### src/rtl/timer_prescaler.sv
// Clock-select / prescaler stage producing the timer count-enable pulse train
// from divided clock50 or synchronised T_pin edges (AVR CSn2:0 style).
module timer_prescaler #(
    parameter int unsigned PRESC_WIDTH = 10
) (
    input  logic                   clock50,
    input  logic                   MR,
    input  logic [2:0]             CS,
    input  logic                   PSR,
    input  logic                   T_pin,
    output logic                   CE_out,
    output logic [PRESC_WIDTH-1:0] PRESC_out
);

    localparam logic [2:0] CS_STOP    = 3'b000;
    localparam logic [2:0] CS_DIV1    = 3'b001;
    localparam logic [2:0] CS_DIV8    = 3'b010;
    localparam logic [2:0] CS_DIV64   = 3'b011;
    localparam logic [2:0] CS_DIV256  = 3'b100;
    localparam logic [2:0] CS_DIV1024 = 3'b101;
    localparam logic [2:0] CS_T_FALL  = 3'b110;
    localparam logic [2:0] CS_T_RISE  = 3'b111;
    localparam logic [1:0] ARM_MAX    = 2'd3;

    logic [PRESC_WIDTH-1:0] presc;
    logic                   sync1;
    logic                   sync2;
    logic                   prev;
    logic [1:0]             arm_cnt;
    logic                   armed;
    logic                   rise_evt;
    logic                   fall_evt;
    logic                   ce;

    // Free-running prescaler, pin synchroniser and arming counter
    always_ff @(posedge clock50) begin
        if (MR) begin
            presc   <= '0;
            sync1   <= 1'b0;
            sync2   <= 1'b0;
            prev    <= 1'b0;
            arm_cnt <= 2'd0;
        end else begin
            presc   <= PSR ? '0 : presc + PRESC_WIDTH'(1);
            sync1   <= T_pin;
            sync2   <= sync1;
            prev    <= sync2;
            arm_cnt <= (arm_cnt == ARM_MAX) ? arm_cnt : arm_cnt + 2'd1;
        end
    end

    // Edges are ignored until the chain has flushed the reset zeros
    assign armed    = (arm_cnt == ARM_MAX);
    assign rise_evt = armed & sync2 & ~prev;
    assign fall_evt = armed & ~sync2 & prev;

    // Count-enable decode from registered state, CS and PSR only
    always_comb begin
        ce = 1'b0;
        if (!MR) begin
            case (CS)
                CS_STOP:    ce = 1'b0;
                CS_DIV1:    ce = 1'b1;
                CS_DIV8:    ce = ~PSR & (&presc[2:0]);
                CS_DIV64:   ce = ~PSR & (&presc[5:0]);
                CS_DIV256:  ce = ~PSR & (&presc[7:0]);
                CS_DIV1024: ce = ~PSR & (&presc[9:0]);
                CS_T_FALL:  ce = fall_evt;
                CS_T_RISE:  ce = rise_evt;
                default:    ce = 1'b0;
            endcase
        end
    end

    assign CE_out    = ce;
    assign PRESC_out = presc;

endmodule
### config.mk
export PLATFORM = sky130hd
export DESIGN_NAME = timer_prescaler
export DESIGN_NICKNAME = d
export VERILOG_FILES = /design/src/rtl/timer_prescaler.sv
export SDC_FILE = /design/constraint.sdc
export NUM_CORES = 1
export LEC_CHECK = 0
export ABC_AREA = 1
export BUFFER_PORTS_ARGS = -buffer_cell sky130_fd_sc_hd__buf_2
export CORE_MARGIN = 4
export CORE_UTILIZATION = 30
export CTS_CLUSTER_DIAMETER = 40
export DETAILED_ROUTE_END_ITERATION = 8
export SETUP_SLACK_MARGIN = 0.02
export SYNTH_ARGS = -nofsm -noshare
export SYNTH_HDL_FRONTEND = slang
export SYNTH_SLANG_ARGS = --single-unit
export TNS_END_PERCENT = 50
### constraint.sdc
create_clock -name clock50 -period 1.8 [get_ports clock50]
set_input_delay 0.36 -clock clock50 [delete_from_list [all_inputs] [get_ports clock50]]
set_output_delay 0.36 -clock clock50 [all_outputs]
set_load 0.05 [all_outputs]
# Word-level counts from Yosys, hierarchy flattened
# Index checks and enable logic that the tools add are counted.
[op_classes]
n_addsub = 2
eq_ne = 8
mux = 2
bitwise = 11
n_reduce_logical = 6
[op_table]
columns = ["op", "count"]
rows = [
  ["$eq A3 B3 Y1 const B", 4],
  ["$add A10 B1 Y10 const B", 1],
  ["$reduce_and A10 Y1", 1],
  ["$and A1 B1 Y1", 8],
  ["$pmux W1 S8", 1],
  ["$reduce_and A8 Y1", 1],
  ["$eq A3 B2 Y1 const B", 2],
  ["$reduce_and A6 Y1", 1],
  ["$eq A3 B1 Y1 const B", 1],
  ["$logic_not A3 Y1", 1],
  ["$not A1 Y1", 3],
  ["$reduce_and A3 Y1", 1],
  ["$add A2 B1 Y2 const B", 1],
  ["$eq A2 B2 Y1 const B", 1],
  ["$reduce_or A2 Y1", 1],
  ["$mux W1", 1],
]
[totals]
ff_bits = 15
out_inout_bits = 11

# Logic depth before layout (Yosys ltp)
# Gate-level depths: netlist of the first run.
[depth]
depth_word = 5
mapped_depth = 8
depth_no_buf = 8

# Worst setup path before layout of the first run
# No wires, ideal clock.
[synth_timing]
path_type = "register -> output"
from = "register presc[0], in the netlist PRESC_out[0]"
to = "output port CE_out"
arrival_ns = 2.178
required_time_ns = 1.440
setup_slack_ns = -0.738
path_stages_with_launch = 8
path_buffers = 0
path_cell_list = "dfxtp_1 -> ha_1 -> nand4_1 -> nor2_2 -> nand3_1 -> nand2_1 -> nand2_1 -> a21oi_1"
[synth_between]
elab_chain_len = 4
[synth_rtl]
columns = ["element", "line_no", "text"]
rows = [
  ["start, declared", "25", "logic [PRESC_WIDTH-1:0] presc;"],
  ["start signal, assigned", "44", "presc <= PSR ? '0 : presc + PRESC_WIDTH'(1);"],
  ["$reduce_and A10 Y1, or another cell as far along", "67", "CS_DIV1024: ce = ~PSR & (&presc[9:0]);"],
  ["$and A1 B1 Y1 (on tied branches)", "-", ""],
  ["$pmux W1 S8 *", "61", "case (CS)"],
  ["$mux W1 *", "60", "if (!MR) begin"],
  ["end, declared", "11", "output logic CE_out,"],
]
# Every way passes the cells marked *; elsewhere a longest branch is shown, timed or not.

# Worst setup path after layout of the first run
[layout_timing]
from = "register arm_cnt[0]"
to = "output port CE_out"
[layout_between]
elab_chain_len = 5
[layout_rtl]
columns = ["element", "line_no", "text"]
rows = [
  ["start, declared", "29", "logic [1:0] arm_cnt;"],
  ["start signal, assigned", "48", "arm_cnt <= (arm_cnt == ARM_MAX) ? arm_cnt : arm_cnt + 2'd1;"],
  ["$eq A2 B2 Y1 *", "53", "assign armed = (arm_cnt == ARM_MAX);"],
  ["$and A1 B1 Y1 (on tied branches) (2 in series)", "54, 55", ""],
  ["$pmux W1 S8 *", "61", ""],
  ["$mux W1 *", "60", ""],
]
# Marks and branches as above.

==> impl_metrics.csv, run 1 <==
group,metric,value,unit
critical_path,cp_max_fo,4,
clock_tree,cts_inserted_buffers,3,
hold_path,hp-class,"in2reg",
job,cap_viol_max_count,0,
detailed_routing,routed_wirelength,1520,um
detailed_routing,drc,0,
timing,period_minus_slack,1930,ps
critical_path,rrSetupSlack,570,ps
clock_tree,holdBufCountCts,0,
global_routing,antenna_found_initial,0,
critical_path,worstSetupPathDepth,6,
synthesis,syn-mean-instance-area,7.36,um2
clock_tree,cts_tree,"yes",
floorplanning,placementRows,17,
layout,drive_gt1_frac,0.346,
global_routing,grt_max_degree,9,
timing,fin_tns_setup,-128,ps
place,port-buffer-count,17,
floorplanning,initial_core_util,0.323,
detailed_routing,drtIter0Drc,9,
detailed_routing,firstDrtPassIters,4,
critical_path,cp.required,1440,ps
clock_tree,clk_pin_slew,100,ps
clock_tree,root_buffer,"clkbuf_4",
timing,finalSetupViolCount,1,
floorplanning,die_h,57.3,um
power_and_ir_drop,p_leak,0.000430,uW
synthesis,yosys_warnings,0,
place,dp.cells,150,
synthesis,synth_top_cell_area_share,0.412,
critical_path,crit_chain,"ha_1 > nand3b_1 > o22ai_1 > nor2_1 > a21oi_4 > buf_6",
power_and_ir_drop,vdd_drop_max,0.000344,V
critical_path,cp_top_family,"flip-flops",
place,pre_cts_ws,-52.1,ps
layout,layout_common_cells,"inv_1, buf_2, nor2_1",
clock_tree,htreeDepth,1,
floorplanning,core_area,2250,um2
synthesis,synth_area,728,um2
detailed_routing,routedWlPerCell,9.83,um
critical_path,critPathCaptureType,"output pin",
floorplanning,fp.dieW,57.3,um
floorplanning,num_io_pins,18,
critical_path,path_class,"reg2out",
synthesis,synth_nets,111,
synthesis,synthTopCellsByArea,"dfxtp_1, inv_1, ha_1, nor2_1, nand2_1",
clock_tree,cts_buffer_depth,2,
synthesis,synth_seq_area_share,0.412,
critical_path,crit_buf_inv,1,
critical_path,crit_path_start_kind,"flop",
synthesis,ys_ff_latch,15,
clock_tree,clk_latency,290,ps
floorplanning,die_area,3280,um2
critical_path,critPathSlowestCell,"dfxtp_1",
global_routing,grt_pass1_vias,684,
global_routing,grtUsageTotal,0.107,
layout,final_nets,140,
synthesis,synth_cells,99,
critical_path,worst_ep_arrival_time,1570,ps
timing,max_freq,519,MHz
timing,clock_skew,6.15,ps
power_and_ir_drop,p_per_area,650,nW/um2
synthesis,yosys.area.top_type,"dfxtp_1",
detailed_routing,vias_per_cell,4.53,
layout,instances_no_fill,155,
synthesis,synth_cell_types,16,
layout,syn_to_final_growth,35.7,%
critical_path,reg2reg_from,"PRESC_out[0]",
critical_path,rr_worst_depth,7,
critical_path,max_stage_delay,370,ps
timing,slew_viol_final,0,
timing,fin_ws,-128,ps
critical_path,crit_path_end,"CE_out",
timing,fin_crit_sh,1.07,
outcome,violations,"negative setup slack",
place,hpwlAfterDp,1210,um
detailed_routing,vias,702,
timing,hold_viol_final,0,
global_routing,grt_pass1_wl,2760,um
critical_path,startpoint,"arm_cnt[0]",
critical_path,r2r-end,"PRESC_out[8]",
layout,antennaDiodeCount,0,
clock_tree,cts.sinks,15,
timing,slew_headroom,0.804,
timing,rsz0062_at_grt,"true",
place,globalplace.congestion,0.713,
outcome,status,"complete, but fails checks",
global_routing,grt_overflow_total,0,
layout,layout_commonest_cell,"inv_1",
detailed_routing,ant_nets,0,
timing,worstMarginPinSlew,293,ps
-- power by group --
group / internal (uW) / total [uW] / switching [uW]
clock: 86.1 / 201 / 115
sequential: 344 / 352 / 8.14
combinational: 37.3 / 89.7 / 52.4
-- through the flow --
stage	cell area [um2]	hold WS, ps	power (uW)	utilization
6_report	988	272	643	0.438
5_1_grt	988	272	692	0.438
4_1_cts	986	262	653	0.437
3_5_place_dp	933	392	447	0.414
3_3_place_gp	933	393	443	0.414
2_1_floorplan	768	388	412	-
-- layout make-up --
cell class | instances | area [um2]
clock buffers | 4 | 26.3
fillers | 244 | 1270
inverters | 19 | 71.3
multi-input cells | 65 | 398
flip-flops and latches | 15 | 314
well taps | 28 | 35.0
repair buffers | 24 | 144
-- layer usage --
layer / track usage / vias to the layer above / wire (um)
met5: 0 / - / 0
met4: 0.0563 / 0 / 10
met3: 0.0339 / 4 / 107
met2: 0.170 / 16 / 707
met1: 0.127 / 306 / 699
li1: - / 376 / -
-- state kept, by name (all words and copies together) (netlist names) --
register and flops:
PRESC_out 10, arm_cnt 2, prev 1, sync1 1, sync2 1
-- cell usage after synthesis (all sizes together) --
cell type,instances
inv,19
o22ai,1
nand2,11
ha,5
o31ai,1
nor3,2
nand4,1
o21ai,9
a21oi,8
nand3b,3
dfxtp,15
nor2,17
nand3,7
-- worst min-delay path by stage --
stage,from,to,slack (ps),cells past startpoint
global placement,sync1,sync2,390,2
global route,T_pin,sync1,270,3
floorplan,sync1,sync2,390,2
detailed placement,sync1,sync2,390,2
CTS,T_pin,sync1,260,3
finish,T_pin,sync1,270,3
-- repair_timing --
item	in CTS	in global routing
resized for setup	5	1
setup endpoints to repair	1	1
setup buffers	1	0
pin swaps	4	3
cloned	0	0
-- worst reg2reg max path: cells and delay by family (launching register included) --
kind,cells,cell delay [ps]
DFF,1,370
and+or+nand+nor,3,310
AOI/OAI and AO/OA,2,200
adders and majority gates,1,150
buffers and inverters,1,120
-- cell families after synthesis --
| logic type | after synthesis | synth area share |
|---|---|---|
| and+or+nand+nor | 41 | 0.263 |
| DFF | 15 | 0.412 |
| buffers and inverters | 19 | 0.0979 |
| adders and majority gates | 5 | 0.0859 |
| AOI/OAI and AO/OA | 19 | 0.141 |
Power figures use the tool's default switching activity.
==> run 2: changes to the inputs <==
--- a/config.mk
+++ b/config.mk
@@ -5,13 +5,13 @@
 export SDC_FILE = /design/constraint.sdc
 export NUM_CORES = 1
 export LEC_CHECK = 0
-export ABC_AREA = 1
 export BUFFER_PORTS_ARGS = -buffer_cell sky130_fd_sc_hd__buf_2
 export CORE_MARGIN = 4
 export CORE_UTILIZATION = 30
 export CTS_CLUSTER_DIAMETER = 40
 export DETAILED_ROUTE_END_ITERATION = 8
 export SETUP_SLACK_MARGIN = 0.02
+export SLEW_MARGIN = 30
 export SYNTH_ARGS = -nofsm -noshare
 export SYNTH_HDL_FRONTEND = slang
 export SYNTH_SLANG_ARGS = --single-unit
==> impl_metrics.csv, run 2 <==
group,metric,value,unit
clock_tree,cts_buffer_depth,2,
global_routing,grt_pass1_wl,2590,um
detailed_routing,routedWlPerCell,11.1,um
critical_path,r2r-end,"PRESC_out[8]",
floorplanning,die_h,56.1,um
place,dpl_cell_area,931,um2
detailed_routing,drc,0,
timing,hold_viol_final,0,
detailed_routing,vias_per_cell,4.61,
critical_path,crit_path_start_kind,"flop",
layout,final_nets,120,
synthesis,synth_top_cell_area_share,0.433,
detailed_routing,vias,623,
critical_path,reg2reg_from,"PRESC_out[2]",
floorplanning,placementRows,17,
clock_tree,htreeDepth,1,
critical_path,worst_ep_arrival_time,1550,ps
job,cap_viol_max_count,0,
layout,layout_common_cells,"buf_2, nor2_1, dfxtp_1, buf_4, xor2_1",
timing,worstMarginPinSlew,250,ps
global_routing,grt_pass1_vias,638,
layout,syn_to_final_growth,42.6,%
place,pre_cts_ws,-77.7,ps
layout,multi_input_area,415,um2
power_and_ir_drop,vdd_drop_max,0.000338,V
timing,slew_headroom,0.835,
critical_path,cpMostUsedCell,"ha_4",
critical_path,max_stage_delay,370,ps
clock_tree,holdBufCountCts,0,
place,port-buffer-count,17,
clock_tree,cts_inserted_buffers,3,
critical_path,critPathCaptureType,"output pin",
floorplanning,num_io_pins,18,
place,hpwlAfterDp,1170,um
synthesis,synth_edf_count,0,
global_routing,antenna_found_initial,0,
timing,fin_crit_sh,1.06,
synthesis,synth_seq_area_share,0.433,
synthesis,ys_ff_latch,15,
floorplanning,fp.dieW,56.1,um
critical_path,cp_max_fo,3,
synthesis,synthTopCellsByArea,"dfxtp_1, xor2_1, ha_1, nor2_1, a21oi_1",
critical_path,startpoint,"PRESC_out[1]",
layout,layout_commonest_cell,"buf_2",
hold_path,hp-class,"in2reg",
clock_tree,cts_tree,"yes",
outcome,status,"complete, but fails checks",
timing,fin_ws,-115,ps
critical_path,critPathSlowestCell,"dfxtp_4",
power_and_ir_drop,p_per_area,640,nW/um2
global_routing,grt_max_degree,11,
critical_path,crit_buf_inv,1,
synthesis,synth_area,693,um2
hold_path,holdPathStages,2,
timing,clock_skew,10.3,ps
detailed_routing,drtIter0Drc,7,
floorplanning,initial_core_util,0.313,
synthesis,syn-mean-instance-area,9.00,um2
timing,max_freq,522,MHz
synthesis,synth_most_common_cell,"dfxtp_1",
synthesis,postSynth.asyncResetShare,0,
timing,period_minus_slack,1910,ps
timing,slew_viol_final,0,
critical_path,path_class,"reg2out",
detailed_routing,routed_wirelength,1500,um
detailed_routing,firstDrtPassIters,4,
layout,antennaDiodeCount,0,
synthesis,yosys_warnings,0,
synthesis,yosys.area.top_type,"dfxtp_1",
floorplanning,core_area,2210,um2
critical_path,crit_path_end,"CE_out",
outcome,violations,"negative setup slack",
clock_tree,root_buffer,"clkbuf_4",
synthesis,synth_nets,89,
critical_path,rr_worst_depth,5,
synthesis,ys_top_cells_by_count,"dfxtp_1, nor2_1, xor2_1",
layout,seq_area,323,um2
critical_path,crit_chain,"ha_4 > ha_4 > nand3b_1 > a211o_1 > o22ai_4 > buf_6",
critical_path,worstSetupPathDepth,6,
critical_path,cp_top_family,"compound AO/OA/AOI/OAI gates",
synthesis,synth_cells,77,
clock_tree,clk_latency,280,ps
synthesis,synth_flop_cell,"dfxtp_1",
floorplanning,die_area,3140,um2
clock_tree,cts.sinks,15,
power_and_ir_drop,p_leak,0.000421,uW
critical_path,rrSetupSlack,660,ps
clock_tree,clk_pin_slew,100,ps
place,globalplace.congestion,0.828,
critical_path,cp.required,1440,ps
layout,largest_register_ff_count,10,
detailed_routing,ant_nets,0,
layout,design_area,988,um2
global_routing,grtUsageTotal,0.102,
layout,fill_cells,242,
timing,rsz0062_at_grt,"true",
global_routing,grt_overflow_total,0,
timing,finalSetupViolCount,1,
timing,holdWs,293,ps
synthesis,synth_cell_types,24,
layout,drive_gt1_frac,0.411,
[run 2: cell types whose count changed after synthesis, sizes merged, moves of 2 or more]
cell,change
nor2,-5
nand3,-3
o21ai,-8
nand2,-7
inv,-14
nor3,-2
nor2b,+3
xor2,+8
a21oi,-4
[run 2: timing repair]
action | in CTS | in global routing
buffers inserted | 2 | 0
hold endpoints to repair | 0 | 0
resized for setup | 3 | 2
setup endpoints to repair | 1 | 1
pin swaps | 3 | 2
[run 2: routing by layer]
layer  global-route usage  wire length, um  share of wire  up-vias
met4               0.0508               31          0.021        0
li1                     -                -              -      318
met1                0.115              648           0.43      294
met2                0.172              769           0.51        7
met3               0.0325               52          0.035        4
met5                    0                0              0        -
[run 2: per-stage QoR]
step | setup TNS (ps) | std cells | total power (uW) | util
floorplan | 0 | 77 | 408 | -
global placement | -59.8 | 129 | 438 | 0.421
detailed placement | -77.7 | 129 | 443 | 0.421
CTS | -169 | 135 | 642 | 0.444
global route | -194 | 135 | 671 | 0.447
finish | -115 | 135 | 633 | 0.447
[run 2: cell type report]
type | instances | area share
multi-input combinational | 56 | 0.420
sequential | 15 | 0.327
timing repair buffer | 27 | 0.172
tap | 28 | 0.0354
clock buffer | 4 | 0.0266
inverter | 5 | 0.0190
[run 2: logic make-up after synthesis]
logic type	Yosys count	share of synthesized area
compound gates	8	0.0668
xor+xnor	8	0.101
flops	15	0.433
mux	1	0.0144
fa+ha+maj	5	0.0903
simple gates	34	0.262
buf+inv	6	0.0325
[run 2: worst min-delay path by stage]
stage	from	end
2_1_floorplan	sync1	sync2
5_1_grt	T_pin	sync1
3_5_place_dp	sync1	sync2
3_3_place_gp	sync1	sync2
4_1_cts	T_pin	sync1
6_report	T_pin	sync1
[run 2: report_power, final]
group          total (uW)  internal, uW  leakage [uW]  switching (uW)
clock                 194          86.0     0.0000150             108
combinational        89.9          42.8      0.000279            47.0
sequential            349           339      0.000127            9.80
total                 633           468      0.000421             164
==> run 3: changes to the inputs <==
--- a/config.mk
+++ b/config.mk
@@ -5,7 +5,7 @@
 export SDC_FILE = /design/constraint.sdc
 export NUM_CORES = 1
 export LEC_CHECK = 0
-export BUFFER_PORTS_ARGS = -buffer_cell sky130_fd_sc_hd__buf_2
+export BUFFER_PORTS_ARGS = -buffer_cell sky130_fd_sc_hd__buf_4
 export CORE_MARGIN = 4
 export CORE_UTILIZATION = 30
 export CTS_CLUSTER_DIAMETER = 40
==> impl_metrics.csv, run 3 (synthesis gave the netlist of run 2 again) <==
group,metric,value,unit
critical_path,critPathSlowestCell,"dfxtp_4",
critical_path,crit_path_start_kind,"flop",
detailed_routing,met3_length,72,um
clock_tree,holdBufCountCts,0,
clock_tree,clk_pin_slew,80,ps
layout,layout_commonest_cell,"buf_4",
layout,syn_to_final_growth,46.4,%
critical_path,worstSetupPathDepth,5,
critical_path,max_stage_delay,380,ps
critical_path,crit_chain,"and4_4 > nand2_2 > a211o_1 > o22ai_4 > buf_6",
detailed_routing,drc,0,
global_routing,grtUsageTotal,0.101,
global_routing,grt_pass1_wl,2570,um
layout,fill_cells,232,
critical_path,startpoint,"PRESC_out[3]",
power_and_ir_drop,p_seq_frac,0.557,
critical_path,cp_top_family,"compound AO/OA/AOI/OAI gates",
clock_tree,clk_latency,280,ps
layout,instances_no_fill,134,
floorplanning,placementRows,17,
floorplanning,die_h,56.1,um
hold_path,holdPathStages,2,
global_routing,grt_pass1_vias,609,
detailed_routing,firstDrtPassIters,4,
power_and_ir_drop,power_switching,154,uW
layout,largest_register_ff_count,10,
power_and_ir_drop,p_clk_frac,0.297,
clock_tree,cts.sinks,15,
layout,final_nets,119,
timing,fin_crit_sh,1.07,
critical_path,worst_ep_arrival_time,1570,ps
critical_path,rrSetupSlack,710,ps
hold_path,worstHoldStart,"T_pin",
place,hpwlAfterDp,1090,um
clock_tree,cts_tree,"yes",
timing,slew_headroom,0.844,
power_and_ir_drop,p_comb_frac,0.147,
detailed_routing,routedWlPerCell,10.3,um
timing,period_minus_slack,1930,ps
detailed_routing,routed.top_layer,"met4",
outcome,status,"complete, but fails checks",
detailed_routing,drtIter0Drc,10,
critical_path,rr_worst_depth,5,
power_and_ir_drop,internal_power,471,uW
layout,design_area,1010,um2
floorplanning,fp.dieW,56.1,um
timing,finalSetupViolCount,1,
outcome,violations,"negative setup slack",
place,port-buffer-count,17,
place,dp.cells,126,
timing,fin_ws,-126,ps
detailed_routing,wl_met2,732,um
layout,layout_common_cells,"buf_4, nor2_1, dfxtp_1",
place,pre_cts_ws,-23.6,ps
job,cap_viol_max_count,0,
clock_tree,root_buffer,"clkbuf_4",
power_and_ir_drop,vdd_drop_max,0.000379,V
timing,worstMarginPinSlew,235,ps
place,globalplace.congestion,0.815,
critical_path,cp.required,1440,ps
global_routing,grt_max_degree,11,
clock_tree,cts_inserted_buffers,3,
floorplanning,num_io_pins,18,
timing,max_freq,519,MHz
global_routing,antenna_found_initial,0,
detailed_routing,ant_nets,0,
critical_path,critPathCaptureType,"output pin",
clock_tree,htreeDepth,1,
timing,clock_skew,2.71,ps
floorplanning,initial_core_util,0.313,
place,dpl_cell_area,951,um2
power_and_ir_drop,p_per_area,616,nW/um2
layout,antennaDiodeCount,0,
timing,rsz0062_at_grt,"true",
detailed_routing,drt-met1-wl,559,um
critical_path,path_class,"reg2out",
detailed_routing,routed_wirelength,1380,um
timing,hold_viol_final,0,
critical_path,crit_buf_inv,1,
global_routing,grt_overflow_total,0,
hold_path,hp-class,"in2reg",
floorplanning,core_area,2210,um2
detailed_routing,vias,619,
detailed_routing,vias_per_cell,4.62,
layout,drive_gt1_frac,0.396,
power_and_ir_drop,switching_share,0.246,
timing,slew_viol_final,0,
power_and_ir_drop,p_leak,0.000422,uW
critical_path,cp_max_fo,5,
floorplanning,die_area,3140,um2
clock_tree,cts_buffer_depth,2,
critical_path,reg2reg_from,"PRESC_out[1]",
==> run 3: cell types whose count changed in the layout (fill, tap and decap cells not counted), sizes merged <==
cell | previous run | this run
buf | 27 | 26
==> run 3: routing by layer <==
layer,GRT usage,vias to the layer above
met5,0,-
met4,0.0407,0
met3,0.0441,2
met2,0.172,10
met1,0.110,288
li1,-,319
==> run 3: final cells by class <==
type / instances / area [um2] / share of cell area
inverter: 5 / 18.8 / 0.0185
sequential: 15 / 323 / 0.318
multi-input combinational: 56 / 413 / 0.407
tap: 28 / 35.0 / 0.0345
timing repair buffer: 26 / 199 / 0.196
clock buffer: 4 / 26.3 / 0.0259
==> run 3: through the flow <==
| stage | hold slack, ps | total power (uW) | setup TNS, ps | utilization |
|---|---|---|---|---|
| global route | 299 | 670 | -201 | 0.459 |
| global placement | 421 | 441 | -4.23 | 0.430 |
| CTS | 298 | 634 | -163 | 0.450 |
| floorplan | 414 | 408 | 0 | - |
| finish | 307 | 626 | -126 | 0.459 |
| detailed placement | 429 | 445 | -23.6 | 0.430 |
==> run 3: power by group through the flow <==
stage                     combinational (uW)  sequential, uW  clock, uW
after floorplan                         44.5             363          0
after global routing                     105             351        213
after global placement                  85.1             356          0
final                                   91.7             348        186
after CTS                               91.5             349        193
after detailed placement                88.0             357          0
==> run 3: worst paths after layout <==
path                  end
max                CE_out
min                 sync1
max reg2reg  PRESC_out[3]
min reg2reg         sync2
==> run 3: timing repair <==
action / CTS / global route
buffers inserted: 2 / 2
endpoints found under the setup margin: 1 / 1
gates cloned: 0 / 0
pin swaps: 3 / 2
gates resized for setup: 1 / 1
